## src/rtl/tcm_arb_pkg.sv

```systemverilog
// Shared types for the TCM data-port arbiter: tag width, requester ID and
// the request bundle that is muxed onto the memory port.
package tcm_arb_pkg;

  localparam int unsigned TAG_W = 11;

  typedef enum logic {
    REQ_CORE = 1'b0,
    REQ_LOAD = 1'b1
  } req_id_t;

  typedef struct packed {
    logic             rd;
    logic [3:0]       wr;
    logic [31:0]      addr;
    logic [31:0]      data;
    logic [TAG_W-1:0] tag;
  } req_t;

  function automatic logic req_pending(input req_t r);
    return r.rd | (|r.wr);
  endfunction

endpackage

```

## src/rtl/tcm_arb_fifo.sv

```systemverilog
// In-order FIFO of requester IDs for outstanding memory requests; the head
// entry selects which requester receives the next memory response.
module tcm_arb_fifo
  import tcm_arb_pkg::*;
#(
  parameter  int unsigned DEPTH = 4,
  localparam int unsigned AW    = $clog2(DEPTH)
) (
  input  logic    clk,
  input  logic    rst_n,
  input  logic    push,
  input  req_id_t push_id,
  input  logic    pop,
  output logic    full,
  output logic    empty,
  output logic [AW:0] count,
  output req_id_t head
);

  req_id_t       mem [DEPTH];
  logic [AW-1:0] wr_ptr;
  logic [AW-1:0] rd_ptr;
  logic          do_push;
  logic          do_pop;

  assign full    = (count == (AW+1)'(DEPTH));
  assign empty   = (count == '0);
  assign do_push = push & ~full;
  assign do_pop  = pop & ~empty;
  assign head    = mem[rd_ptr];

  // DEPTH is a power of two, so pointer overflow is the modulo wrap.
  always_ff @(posedge clk or negedge rst_n) begin
    if (!rst_n) begin
      wr_ptr <= '0;
      rd_ptr <= '0;
      count  <= '0;
    end else begin
      if (do_push) wr_ptr <= wr_ptr + 1'b1;
      if (do_pop)  rd_ptr <= rd_ptr + 1'b1;
      case ({do_push, do_pop})
        2'b10:   count <= count + 1'b1;
        2'b01:   count <= count - 1'b1;
        default: count <= count;
      endcase
    end
  end

  always_ff @(posedge clk) begin
    if (do_push) mem[wr_ptr] <= push_id;
  end

endmodule

```

## src/rtl/tcm_dport_arb.sv

```systemverilog
// Two-requester round-robin arbiter for the TCM data port with in-order
// response routing back to the requester that issued each request.
module tcm_dport_arb
  import tcm_arb_pkg::*;
#(
  parameter int unsigned DEPTH = 4
) (
  input  logic                     clk_i,
  input  logic                     rst_ni,

  input  logic                     m0_rd_i,
  input  logic [3:0]               m0_wr_i,
  input  logic [31:0]              m0_addr_i,
  input  logic [31:0]              m0_data_wr_i,
  input  logic [TAG_W-1:0]         m0_tag_i,
  output logic                     m0_accept_o,
  output logic                     m0_ack_o,
  output logic [31:0]              m0_data_rd_o,
  output logic [TAG_W-1:0]         m0_resp_tag_o,

  input  logic                     m1_rd_i,
  input  logic [3:0]               m1_wr_i,
  input  logic [31:0]              m1_addr_i,
  input  logic [31:0]              m1_data_wr_i,
  input  logic [TAG_W-1:0]         m1_tag_i,
  output logic                     m1_accept_o,
  output logic                     m1_ack_o,
  output logic [31:0]              m1_data_rd_o,
  output logic [TAG_W-1:0]         m1_resp_tag_o,

  output logic                     mem_rd_o,
  output logic [3:0]               mem_wr_o,
  output logic [31:0]              mem_addr_o,
  output logic [31:0]              mem_data_wr_o,
  output logic [TAG_W-1:0]         mem_tag_o,
  input  logic                     mem_accept_i,
  input  logic                     mem_ack_i,
  input  logic [31:0]              mem_data_rd_i,
  input  logic [TAG_W-1:0]         mem_resp_tag_i,

  output logic [$clog2(DEPTH):0]   outstanding_o,
  output logic                     err_o
);

  req_t    req0;
  req_t    req1;
  req_t    gnt_req;
  req_t    mem_req;
  logic    pend0;
  logic    pend1;
  logic    gnt_valid;
  req_id_t gnt_id;
  req_id_t prio;
  logic    transfer;
  logic    fifo_full;
  logic    fifo_empty;
  logic    pop;
  req_id_t head_id;

  always_comb begin
    req0 = '{rd: m0_rd_i, wr: m0_wr_i, addr: m0_addr_i, data: m0_data_wr_i, tag: m0_tag_i};
    req1 = '{rd: m1_rd_i, wr: m1_wr_i, addr: m1_addr_i, data: m1_data_wr_i, tag: m1_tag_i};
    pend0 = req_pending(req0);
    pend1 = req_pending(req1);

    // A full FIFO blocks every grant, even when an ack frees a slot this cycle.
    gnt_valid = rst_ni & ~fifo_full & (pend0 | pend1);
    if (pend0 && pend1) gnt_id = prio;
    else if (pend1)     gnt_id = REQ_LOAD;
    else                gnt_id = REQ_CORE;

    gnt_req  = (gnt_id == REQ_LOAD) ? req1 : req0;
    mem_req  = gnt_valid ? gnt_req : '0;
    transfer = gnt_valid & mem_accept_i;
  end

  assign mem_rd_o      = mem_req.rd;
  assign mem_wr_o      = mem_req.wr;
  assign mem_addr_o    = mem_req.addr;
  assign mem_data_wr_o = mem_req.data;
  assign mem_tag_o     = mem_req.tag;

  assign m0_accept_o = transfer & (gnt_id == REQ_CORE);
  assign m1_accept_o = transfer & (gnt_id == REQ_LOAD);

  assign pop      = mem_ack_i & ~fifo_empty;
  assign m0_ack_o = pop & (head_id == REQ_CORE);
  assign m1_ack_o = pop & (head_id == REQ_LOAD);

  assign m0_data_rd_o  = mem_data_rd_i;
  assign m1_data_rd_o  = mem_data_rd_i;
  assign m0_resp_tag_o = mem_resp_tag_i;
  assign m1_resp_tag_o = mem_resp_tag_i;

  always_ff @(posedge clk_i or negedge rst_ni) begin
    if (!rst_ni) begin
      prio  <= REQ_CORE;
      err_o <= 1'b0;
    end else begin
      if (transfer) prio <= (gnt_id == REQ_CORE) ? REQ_LOAD : REQ_CORE;
      if (mem_ack_i && fifo_empty) err_o <= 1'b1;
    end
  end

  tcm_arb_fifo #(
    .DEPTH (DEPTH)
  ) u_fifo (
    .clk     (clk_i),
    .rst_n   (rst_ni),
    .push    (transfer),
    .push_id (gnt_id),
    .pop     (pop),
    .full    (fifo_full),
    .empty   (fifo_empty),
    .count   (outstanding_o),
    .head    (head_id)
  );

endmodule

```

## config.mk

```make
export PLATFORM = sky130hd
export DESIGN_NAME = tcm_dport_arb
export DESIGN_NICKNAME = d
export VERILOG_FILES = /design/src/rtl/tcm_arb_pkg.sv /design/src/rtl/tcm_arb_fifo.sv /design/src/rtl/tcm_dport_arb.sv
export SDC_FILE = /design/constraint.sdc
export NUM_CORES = 1
export LEC_CHECK = 0
export ABC_AREA = 1
export CAP_MARGIN = 25
export CORE_AREA = 2 2 148 150
export DETAILED_ROUTE_END_ITERATION = 12
export DIE_AREA = 0 0 150 152
export PLACE_DENSITY_LB_ADDON = 0.2
export RECOVER_POWER = 50
export SLEW_MARGIN = 20
export SYNTH_ARGS = -nofsm -noshare
export SYNTH_HDL_FRONTEND = slang
export SYNTH_SLANG_ARGS = --single-unit
```

## constraint.sdc

```tcl
create_clock -name clk_i -period 2.4 [get_ports clk_i]
set_clock_uncertainty 0.2 [all_clocks]
set_input_delay 0.6 -clock clk_i [delete_from_list [all_inputs] [get_ports clk_i]]
set_output_delay 0.6 -clock clk_i [all_outputs]
set_load 0.01 [all_outputs]
```

## Yosys cells after proc, flatten, opt, wreduce, memory -nomap -nowiden

Memories as Yosys holds them, arrays and structs flattened.
Index checks and enable logic that the tools add are counted.

- Register bits: 9
- Output and inout port bits: 174
- Logic and storage cells: 44
- Bits in writable memories: 4
- Memories: 1

- Bitwise gates (word level): 17
- Equality and inequality tests: 3
- Add/sub/neg operators: 4
- Muxes and demuxes: 8
- Reduce and logical (&&, ||, !) cells: 6

Memories:

| name | words | width | read ports | clocked after memory_dff | wr ports | line | text |
|---|---|---|---|---|---|---|---|
| u_fifo.mem | 4 | 1 | 1 | 0 | 1 | tcm_arb_fifo.sv:20 | `req_id_t mem [DEPTH];` |

Operators with widths:

| cell | number |
|---|---|
| 2-to-1 mux 80 bit | 2 |
| AND 1 bit | 10 |
| OR reduction 4 bit | 2 |
| one-hot mux 3 bit (2 select lines) | 1 |
| 2-to-1 mux 1 bit | 5 |
| adder 2 x 1 -> 2 bit, second input constant | 2 |
| inverter 1 bit | 4 |
| adder 3 x 1 -> 3 bit, second input constant | 1 |
| equality test 3 bit, second input constant | 1 |
| zero test 3 bit | 1 |
| bitwise OR 1 bit | 3 |
| subtractor 3 x 1 -> 3 bit, second input constant | 1 |
| equality test 2 x 1 -> 1 bit, second input constant | 1 |
| equality test 2 bit, second input constant | 1 |
| logical AND 1 bit | 2 |
| nonzero test 2 bit | 1 |

## Depth between registers and ports, before layout

Gate-level depths: netlist of the first run.

- Word-level depth: 8
- Gate-level depth with buffers: 11

## By module

Synthesis of the first run repeated with hierarchy kept, for this count alone.

- Cells, all modules: 549
- Area total of the unflattened synthesis: 3191.8 sq um

By module, submodules not included:

| module | sequential area each (sq um) | instances | area each (sq um) | cells each |
|---|---|---|---|---|
| tcm_dport_arb | 50.0 | 1 | 2561.2 | 476 |
| tcm_arb_fifo | 295.3 | 1 | 630.6 | 73 |

## Worst setup path after synthesis of the first run

OpenSTA, ideal clock, no wires.

- Path kind: input to register
- From: input m1_wr_i[0]
- To: register u_fifo.count[2]
- Data required time: 2.069 ns
- Library setup time: 0.131 ns
- Stages: 11
- Slack: -0.131 ns
- Arrival time: 2.200 ns
- Path through: nor2_1 -> nand2_1 -> nor2_1 -> nand2_1 -> nand3_2 -> ha_1 -> inv_1 -> fa_1 -> a21oi_1 -> o21ai_0 -> xor2_1

- Longest elaborated chain between the ends: 8
- Elaborated cells between the ends (all ways): 10
- Classes of those cells: 2 x eq/ne; 1 x mux; 5 x bitwise; 2 x reduce/logical

RTL lines:

| what | line | text |
|---|---|---|
| start, declared | tcm_dport_arb.sv:22 | `input logic [3:0] m1_wr_i,` |
| OR reduction 4 bit (*) | tcm_arb_pkg.sv:21 | `return r.rd \| (\|r.wr);` |
| bitwise OR 1 bit (*) | tcm_arb_pkg.sv:21 |  |
| bitwise OR 1 bit (*) | tcm_dport_arb.sv:67 | `gnt_valid = rst_ni & ~fifo_full & (pend0 \| pend1);` |
| AND 1 bit (*) | tcm_dport_arb.sv:67 |  |
| AND 1 bit (*) | tcm_dport_arb.sv:74 | `transfer = gnt_valid & mem_accept_i;` |
| AND 1 bit (*) | tcm_arb_fifo.sv:28 | `assign do_push = push & ~full;` |
| equality test 2 x 1 -> 1 bit / equality test 2 bit (equally long branches) | tcm_arb_fifo.sv:41 | `case ({do_push, do_pop})` |
| one-hot mux 3 bit (2 select lines) / nonzero test 2 bit (equally long branches) | -- |  |
| end signal, assigned | tcm_arb_fifo.sv:42 | `2'b10: count <= count + 1'b1;` |
| end signal, assigned | tcm_arb_fifo.sv:43 | `2'b01: count <= count - 1'b1;` |
| end signal, assigned | tcm_arb_fifo.sv:44 | `default: count <= count;` |
| end, declared | tcm_arb_fifo.sv:16 | `output logic [AW:0] count,` |

Mark *: on every way between the ends. The rest lies on a longest branch, timed or not.
A chain may end at the register's enable or synchronous reset.

## Worst setup path after layout of the first run

- From: input m0_wr_i[0]
- To: output mem_data_wr_o[0]

- Longest elaborated chain between the ends: 6
- Elaborated cells between the ends (all ways): 8
- Classes of those cells: 3 x mux; 3 x bitwise; 2 x reduce/logical

RTL lines:

| what | line | text |
|---|---|---|
| start, declared | tcm_dport_arb.sv:12 | `input logic [3:0] m0_wr_i,` |
| OR reduction 4 bit (*) | tcm_arb_pkg.sv:21 |  |
| bitwise OR 1 bit (*) | tcm_arb_pkg.sv:21 |  |
| logical AND 1 bit | tcm_dport_arb.sv:68 | `if (pend0 && pend1) gnt_id = prio;` |
| 2-to-1 mux 1 bit | tcm_dport_arb.sv:68 |  |
| 2-to-1 mux 80 bit | tcm_dport_arb.sv:72 | `gnt_req = (gnt_id == REQ_LOAD) ? req1 : req0;` |
| 2-to-1 mux 80 bit (*) | tcm_dport_arb.sv:73 | `mem_req = gnt_valid ? gnt_req : '0;` |
| end, declared | tcm_dport_arb.sv:34 | `output logic [31:0] mem_data_wr_o,` |

Marks and branches as above.

==> impl_metrics.tcl, run 1 <==
set metrics [dict create \
    maxCapViolCount 0 \
    place_congestion 0.721 \
    synth_top_cell_area_share_pct 21.3 \
    synth_area_leaders "nor2_1, buf_4, nand3b_1, nand2_1, dfrtp_1" \
    arrival_ns 2.08 \
    setup_viol 83 \
    core_area_um2 21400 \
    grt_pass1_vias 4431 \
    slowest_delay_ns 0.16 \
    p_leak_nw 3.20 \
    grt_max_degree 35 \
    io_pins 381 \
    pre_cts_slack_ns -1.24 \
    synth_top_area_cell "nor2_1" \
    cpMaxStageDelayCell "buf_4" \
    yosys_warnings 0 \
    stdcell_area_um2 7180 \
    failed_checks "setup timing" \
    ys_seq_area_share_pct 11.1 \
    fp.dieArea_um2 22800 \
    cts.sinks 13 \
    first_pass_iters 6 \
    rows 54 \
    drt-initial-drc-count 117 \
    drc 0 \
    place_area_um2 5560 \
    cp_data_required_time_ns 1.60 \
    syn_inst 532 \
    cp_cell_sequence "buf_8, nor2_4, nand3b_1, buf_4, a21oi_4, buf_12, buf_12, buf_12, buf_12, buf_16, buf_6, nor2_4, nor2_2, buf_2" \
    cts_tree "yes" \
    track_usage_pct 15.4 \
    fin_crit_ns 2.88 \
    nets 1002 \
    via_per_inst 3.92 \
    final_common_cell "clkdlybuf4s50_1" \
    cts.htree.levels 1 \
    die_w_um 150 \
    grt_pass1_wl_um 26900 \
    vdd_drop_max_mv 0.267 \
    final_hold_viol_count 0 \
    overflow 0 \
    power_density_nw_per_um2 935 \
    initial_core_util_pct 14.6 \
    synth.cell_area_um2 3110 \
    crit_type "input pin to output pin" \
    rrSetupSlack_ns 0.28 \
    r2r_cells 11 \
    die_y_um 152 \
    finalSetupTns_ns -32.08 \
    cts_buffer_depth 2 \
    synthesis.nets 745 \
    hp-class "flop to flop" \
    synth.distinct_cells 22 \
    cp_max_fo 5 \
    hpwlAfterDp_um 10500 \
    status "complete, but fails checks" \
    drive_gt1_share_pct 42.9 \
    cts_buffers 3 \
    period_share_pct 120 \
    r2r_end "u_fifo.count[2]$_DFFE_PN0P_" \
    holdPathStages 1 \
    syn_area_per_cell_um2 5.85 \
    tightest_slew_ns 0.498 \
    antenna_found_initial 1 \
    wl_per_cell_um 17.1 \
    hold-path-endpoint "err_o$_DFFE_PN0P_" \
    hp-start "err_o$_DFFE_PN0P_" \
    timing.fmax_mhz 347 \
    vias 4187 \
    r2r-start "u_fifo.count[0]$_DFFE_PN0P_" \
    endpoint_kind "output pin" \
    startpoint_type "input pin" \
    finalWirelength_um 18300 \
    clk_pin_slew_ns 0.05 \
    postRouteAntennaNets 0 \
    fin_ws_ns -0.478 \
    port-buffer-count 251 \
    slew_headroom_pct 66.8 \
    clkLatencyLatePin_ns 0.24 \
    p_total_mw 6.72 \
    ys_seq_elements 13 \
    cts_root_buffer "clkbuf_16" \
    maxSlewViolCount 0 \
    rsz0062_at_grt "yes" \
    worst_path_most_repeated_cell "buf_12" \
    n_antenna_cell 0 \
    final_cell_mix "clkdlybuf4s50_1, nor2_1, buf_2, nand3b_1, nand2_1" \
    area_growth_pct 131 \
]
[worst max-delay path by stage]
stage / start / end / slack, ns / depth (start not counted)
2_1_floorplan: m1_wr_i[0] / u_fifo.count[2]$_DFFE_PN0P_ / 0.004 / 11
3_3_place_gp: m0_wr_i[0] / mem_data_wr_o[10] / -1.25 / 8
3_5_place_dp: m0_wr_i[1] / mem_data_wr_o[10] / -1.24 / 8
4_1_cts: m0_wr_i[1] / mem_wr_o[3] / -0.53 / 14
5_1_grt: m0_wr_i[0] / mem_data_wr_o[0] / -0.55 / 14
6_report: m0_wr_i[0] / mem_data_wr_o[0] / -0.48 / 14
[routing by layer]
layer / vias up / part of all wire (%) / global-route usage (%)
met4: 0 / 2.1 / 3.23
met2: 183 / 48 / 27.0
met5: - / 0 / 0
met1: 1867 / 43 / 19.2
li1: 2099 / - / -
met3: 38 / 7.3 / 3.45
[synthesized netlist by cell type (all sizes together)]
cell type  count
nand4          2
xor2           2
ha             5
xnor2          1
clkbuf         8
nor2         178
a21oi          4
nand3          7
a31o           1
nand2        101
fa             1
inv           19
buf          110
edfxtp         4
nand3b        78
dfrtp          9
o21ai          2
[sequential cells by signal (all words and copies together), names as in the netlist]
signal,count
err_o,1
prio,1
u_fifo.count,3
u_fifo.mem,4
u_fifo.rd_ptr,2
u_fifo.wr_ptr,2
[repair_timing]
action	CTS	global route
setup endpoints to repair	86	86
pin swaps	64	43
resized for setup	541	70
buffers inserted	55	7
hold buffers	0	0
gates cloned	27	2
[worst max-delay path, delay by kind of cell]
| kind | cells | cell delay (ns) |
|---|---|---|
| AND/OR/NAND/NOR | 4 | 0.33 |
| buffers and inverters | 9 | 1.00 |
| AO/OA/AOI/OAI | 1 | 0.14 |
[power by group]
part	switching (mW)	leakage [nW]	total (mW)	internal (mW)
registers	0.0616	0.141	0.386	0.324
logic	2.69	3.02	6.02	3.33
clock network	0.0896	0.0382	0.313	0.224
total	2.84	3.20	6.72	3.88
[stage by stage]
stage	util, %	hold slack, ns	std cells
2_1_floorplan	-	0.104	532
3_3_place_gp	26.0	0.256	983
3_5_place_dp	26.0	0.256	983
4_1_cts	32.9	0.239	1068
5_1_grt	33.6	0.274	1068
6_report	33.6	0.263	1068
[final cells by class]
type / instances / area, µm²
Sequential cell: 13 / 345
Clock buffer: 4 / 78.8
Tap cell: 280 / 350
Multi-Input combinational cell: 382 / 2310
Inverter: 19 / 73.8
Fill cell: 2325 / 14200
Timing Repair Buffer: 370 / 4020
[logic make-up (layout without fill, tap and decap cells)]
| group | count (synthesis) | count (layout) | synth area share (%) |
|---|---|---|---|
| DFF | 13 | 13 | 11.1 |
| AOI/OAI and AO/OA | 7 | 7 | 1.61 |
| xor gates and xnor gates | 3 | 3 | 0.844 |
| buffers and inverters | 137 | 393 | 29.4 |
| and+or+nand+nor | 366 | 366 | 54.4 |
| adders and majority gates | 6 | 6 | 2.65 |
(Power assumes the default switching activity.)
==> run 2, diff against run 1 <==
ABC_AREA = not set   (was 1)
CORE_AREA = 2 2 149 151   (was 2 2 148 150)
DIE_AREA = 0 0 151 153   (was 0 0 150 152)
==> run 2 against run 1 <==
Effect of this change: the flow still finishes with violations (setup timing); non-clock buffer count fell by 32; register-to-register slack got worse by 0.45 ns; via count fell by 12%; first-iteration DRC count rose by 1.7%; die area rose by 1.3%; sequential share of layout area rose by 0.61 points; clock-buffer cell count did not move.
==> impl_metrics.tcl, run 2 <==
set metrics [dict create \
    synth.distinct_cells 31 \
    clkLatencyLatePin_ns 0.24 \
    first_pass_iters 4 \
    slew_headroom_pct 78.0 \
    power_frac_clock_pct 5.1 \
    maxSlewViolCount 0 \
    hp-start "err_o$_DFFE_PN0P_" \
    postRouteAntennaNets 0 \
    synth_top_cell_area_share_pct 21.8 \
    top_regs "u_fifo.mem x4, u_fifo.count x3" \
    final_hold_viol_count 0 \
    grt_util_met3_pct 2.36 \
    power_density_nw_per_um2 952 \
    startpoint_type "input pin" \
    rrSetupSlack_ns -0.17 \
    maxCapViolCount 0 \
    cts_buffer_depth 2 \
    die_w_um 151 \
    cp_data_required_time_ns 1.60 \
    status "complete, but fails checks" \
    final_cell_mix "clkdlybuf4s50_1, nand2_1, o22ai_2, buf_2, buf_6" \
    endpoint_kind "output pin" \
    grtUsageMet1_pct 13.1 \
    whs_ns 0.254 \
    fp.dieArea_um2 23100 \
    antenna_found_initial 0 \
    grt_pass1_vias 3780 \
    period_share_pct 131 \
    p_total_mw 6.07 \
    die_y_um 153 \
    cts_hold_buf 0 \
    cts.sinks 13 \
    wl_per_cell_um 16.7 \
    final_common_cell "clkdlybuf4s50_1" \
    drc 0 \
    fill_cells 2305 \
    cp_max_fo 6 \
    combPwrFrac_pct 88.4 \
    largest_reg_flops 4 \
    met2_usage_pct 23.2 \
    drive_gt1_share_pct 42.0 \
    via_per_inst 3.99 \
    grt_max_degree 70 \
    synth.cell_area_um2 3000 \
    cts_tree "yes" \
    switchingPower_mw 2.59 \
    port-buffer-count 251 \
    grt_pass1_wl_um 21300 \
    fin_crit_ns 3.15 \
    layout.cells.non_filler 926 \
    synth_top_area_cell "buf_4" \
    overflow 0 \
    vdd_drop_max_mv 0.291 \
    syn_area_per_cell_um2 7.08 \
    r2r-start "u_fifo.count[0]$_DFFE_PN0P_" \
    finalWirelength_um 15500 \
    ys_seq_elements 13 \
    multi_input_area_um2 2120 \
    holdPathStages 1 \
    io_pins 381 \
    seqCellArea_um2 345 \
    failed_checks "setup timing" \
    yosys_warnings 0 \
    clk_pin_slew_ns 0.04 \
    pre_cts_slack_ns -1.33 \
    synth_area_leaders "buf_4, o22ai_2, nand2_1, dfrtp_1, o22ai_1" \
    area_growth_pct 113 \
    synth_edf_count 4 \
    swShare_pct 42.8 \
    cts_buffers 3 \
    fin_ws_ns -0.754 \
    internal_power_mw 3.47 \
    vias 3698 \
    ys_seq_area_share_pct 11.5 \
    initial_core_util_pct 13.9 \
    grt.busiest_layer "met2" \
    hpwlAfterDp_um 9800 \
    hp-class "flop to flop" \
    p_leak_nw 2.64 \
    arrival_ns 2.35 \
    synth_flop_cell "dfrtp_1" \
    place_congestion 0.776 \
    r2r_cells 12 \
    nets 860 \
    dp.cells 864 \
    synthesis.nets 636 \
    synth.most_common_cell "nand2_1" \
    tightest_slew_ns 0.329 \
    rsz0062_at_grt "yes" \
    r2r_end "u_fifo.count[2]$_DFFE_PN0P_" \
    cts_root_buffer "clkbuf_16" \
    rows 54 \
    cts.htree.levels 1 \
    top_register "u_fifo.mem" \
    crit_type "input pin to output pin" \
    setup_viol 91 \
    track_usage_pct 11.9 \
    n_antenna_cell 0 \
    drt-initial-drc-count 119 \
    syn_inst 423 \
    synthTopCellsByCount "nand2_1, buf_4, o22ai_2" \
    hold-path-endpoint "err_o$_DFFE_PN0P_" \
    sequentialPowerShare_pct 6.5 \
    core_area_um2 21500 \
    async_reset_ff_share_pct 69.2 \
    post-route-util_pct 29.7 \
    timing.fmax_mhz 317 \
]
## run 2: cell count changes in the layout (fill, tap and decap cells not counted), sizes merged, moves of 11 or more
cell / previous run / this run
buf: 207 / 163
inv: 19 / 8
nand2: 101 / 152
nand3b: 78 / 0
nor2: 178 / 11
o22ai: 0 / 75
## run 2: final cells by class
class | count | area share (%)
well taps | 280 | 5.50
repair buffers | 338 | 54.1
flip-flops and latches | 13 | 5.42
inverters | 8 | 0.471
clock buffers | 4 | 1.24
multi-input cells | 283 | 33.3
## run 2: worst max path at each step
stage	start	to	slack, ns	cells after the start
after floorplan	m1_wr_i[1]	mem_addr_o[0]	-0.34	6
after global placement	m1_wr_i[1]	mem_data_wr_o[1]	-1.30	7
after detailed placement	m1_wr_i[1]	mem_data_wr_o[8]	-1.33	7
after CTS	m1_wr_i[2]	mem_data_wr_o[18]	-0.80	10
after global routing	m1_wr_i[0]	mem_data_wr_o[15]	-0.80	10
final	m1_wr_i[0]	mem_data_wr_o[15]	-0.75	10
## run 2: stage by stage
step | TNS [ns] | cell area, µm²
after floorplan | -25.12 | 3160
after global placement | -110.06 | 5480
after detailed placement | -111.75 | 5480
after CTS | -53.93 | 6160
after global routing | -57.47 | 6370
final | -51.93 | 6370
## run 2: cell families after synthesis
family          share of synthesized area (%)
compound gates                           29.9
xor+xnor                                 1.75
fa+ha+maj                                2.76
buf+inv                                  28.8
flops                                    11.5
mux                                      1.46
simple gates                             23.8
## run 2: timing repair
| item | in CTS | in global routing |
|---|---|---|
| cloned | 14 | 2 |
| pin swaps | 39 | 24 |
| gates resized for setup | 409 | 48 |
| buffers inserted | 31 | 23 |
| setup endpoints to repair | 96 | 92 |
## run 2: worst max-delay path, cell delays in order
cell and delay [ns]:
buf_6 0.09, or4_4 0.57, o21ai_4 0.18, o21ai_4 0.09
buf_12 0.15, buf_12 0.13, buf_16 0.13, buf_12 0.12
o22ai_2 0.14, buf_2 0.14
## run 2: per-layer routing
layer  vias to the layer above  wire (µm)
met1                      1726       5800
met5                         -          0
met3                        23       1150
li1                       1789          -
met2                       160       8280
met4                         0        220
## run 2: power groups by stage
stage	registers (mW)	logic, mW	clock network (mW)
2_1_floorplan	0.418	2.23	0
3_3_place_gp	0.395	3.81	0
5_1_grt	0.409	5.74	0.333
6_report	0.395	5.36	0.310
3_5_place_dp	0.397	3.83	0
4_1_cts	0.397	5.30	0.318
==> run 3, diff against run 2 <==
PLACE_DENSITY = 0.56   (was not set)
PLACE_DENSITY_LB_ADDON = not set   (was 0.2)
==> run 3 against run 2 <==
Effect of this change: the flow still finishes with violations (setup timing); worst setup slack better by 0.091 ns; register-to-register slack better by 0.08 ns; utilization down 0.77 points; sequential share of layout area up 0.14 points; critical path type unchanged; largest power group unchanged; highest routed layer unchanged.
==> impl_metrics.tcl, run 3 (same netlist as run 2, synthesis figures left out) <==
set metrics [dict create \
    layout.cells.non_filler 918 \
    n_antenna_cell 0 \
    endpoint_kind "output pin" \
    cp_data_required_time_ns 1.60 \
    r2r_end "u_fifo.count[2]$_DFFE_PN0P_" \
    postRouteAntennaNets 0 \
    cts_hold_buf 0 \
    cts_buffers 3 \
    via_per_inst 3.94 \
    first_pass_iters 4 \
    slew_headroom_pct 67.0 \
    cts_tree "yes" \
    fin_ws_ns -0.663 \
    setup_viol 84 \
    clkLatencyLatePin_ns 0.23 \
    met2_usage_pct 19.8 \
    grt.busiest_layer "met2" \
    wl_per_cell_um 15.2 \
    port-buffer-count 251 \
    vdd_drop_max_mv 0.430 \
    final_cell_mix "clkdlybuf4s50_1, nand2_1, buf_2, o22ai_2, buf_4" \
    status "complete, but fails checks" \
    grtUsageMet1_pct 12.8 \
    cp_max_fo 8 \
    die_y_um 153 \
    cts_root_buffer "clkbuf_16" \
    nets 852 \
    final_hold_viol_count 0 \
    vias 3616 \
    drt-initial-drc-count 76 \
    largest_reg_flops 4 \
    grt_pass1_vias 3592 \
    die_w_um 151 \
    rows 54 \
    arrival_ns 2.26 \
    fp.dieArea_um2 23100 \
    r2r_cells 12 \
    startpoint_type "input pin" \
    p_leak_nw 2.57 \
    core_area_um2 21500 \
    final_common_cell "clkdlybuf4s50_1" \
    cts.htree.levels 1 \
    crit_type "input pin to output pin" \
    holdPathStages 1 \
    power_density_nw_per_um2 919 \
    track_usage_pct 11.0 \
    period_share_pct 128 \
    stdcell_area_um2 6210 \
    hp-start "err_o$_DFFE_PN0P_" \
    place_congestion 0.737 \
    initial_core_util_pct 13.9 \
    rsz0062_at_grt "yes" \
    antenna_found_initial 1 \
    grt_max_degree 52 \
    finalWirelength_um 14000 \
    grt_util_met3_pct 3.40 \
    failed_checks "setup timing" \
    fill_cells 2336 \
    grt_pass1_wl_um 20100 \
    drive_gt1_share_pct 41.5 \
    overflow 0 \
    tightest_slew_ns 0.495 \
    place_area_um2 5680 \
    post-route-util_pct 28.9 \
    maxSlewViolCount 0 \
    maxCapViolCount 0 \
    cts.sinks 13 \
    r2r-start "u_fifo.count[0]$_DFFE_PN0P_" \
    hold-path-endpoint "err_o$_DFFE_PN0P_" \
    hp-class "flop to flop" \
    clk_pin_slew_ns 0.05 \
    hpwlAfterDp_um 9970 \
    timing.fmax_mhz 326 \
    top_regs "u_fifo.mem x4, u_fifo.count x3" \
    multi_input_area_um2 2120 \
    cts_buffer_depth 2 \
    io_pins 381 \
    area_growth_pct 107 \
    dp.cells 880 \
    top_register "u_fifo.mem" \
    drc 0 \
    seqCellArea_um2 345 \
    fin_crit_ns 3.06 \
    rrSetupSlack_ns -0.09 \
]
==> run 3: cell types whose count changed in the layout (fill, tap and decap cells not counted), moves of 2 or more <==
cell / delta
clkbuf_1: -2
buf_12: +2
and2_4: -2
clkdlybuf4s15_2: -3
buf_16: -2
clkbuf_16: -2
clkbuf_2: -2
o22ai_4: +2
o22ai_2: -2
buf_2: +7
buf_6: -10
and2_1: +2
buf_4: +5
==> run 3: where the power goes <==
part           switching [mW]  total (mW)  internal, mW
registers              0.0622       0.392         0.330
clock network          0.0861       0.307         0.221
logic                    2.28        5.01          2.73
==> run 3: timing repair <==
action,in CTS,in global routing
pin swaps,23,23
gates resized for setup,427,29
setup endpoints to repair,96,85
gates cloned,10,0
buffers inserted,24,7
endpoints found under the hold margin,0,0
==> run 3: worst max path at each step <==
stage / from / end / slack [ns]
floorplan: m1_wr_i[1] / mem_addr_o[0] / -0.34
global placement: m1_wr_i[1] / mem_data_wr_o[30] / -1.33
detailed placement: m1_wr_i[1] / mem_data_wr_o[30] / -1.36
CTS: m1_wr_i[2] / mem_tag_o[1] / -0.68
global route: m1_wr_i[1] / mem_addr_o[9] / -0.73
finish: m1_wr_i[1] / mem_addr_o[9] / -0.66
==> run 3: critical path: stages <==
cell and delay, ns:
buf_6 0.09, or4_4 0.56, o21ai_4 0.18, o21ai_4 0.09, buf_12 0.16, buf_12 0.14, buf_16 0.14, o22ai_2 0.15
buf_2 0.14
==> run 3: final cells by class <==
| class | instances | share of cell area (%) |
|---|---|---|
| Tap cell | 280 | 5.64 |
| Clock inverter | 1 | 0.0806 |
| Multi-Input combinational cell | 283 | 34.2 |
| Sequential cell | 13 | 5.56 |
| Clock buffer | 3 | 1.21 |
| Inverter | 8 | 0.484 |
| Timing Repair Buffer | 330 | 52.9 |
==> run 3: layer usage <==
layer | vias up | part of all wire, %
li1 | 1778 | -
met3 | 30 | 11
met2 | 186 | 49
met5 | - | 0
met1 | 1622 | 38
met4 | 0 | 1.8
==> run 3: per-stage QoR <==
stage / power, mW / setup slack [ns] / hold WS [ns] / setup TNS, ns
2_1_floorplan: 2.64 / -0.340 / 0.104 / -25.12
3_3_place_gp: 4.44 / -1.33 / 0.249 / -109.28
3_5_place_dp: 4.45 / -1.36 / 0.247 / -110.41
4_1_cts: 5.82 / -0.682 / 0.262 / -49.83
5_1_grt: 6.12 / -0.725 / 0.280 / -52.35
6_report: 5.71 / -0.663 / 0.255 / -47.71
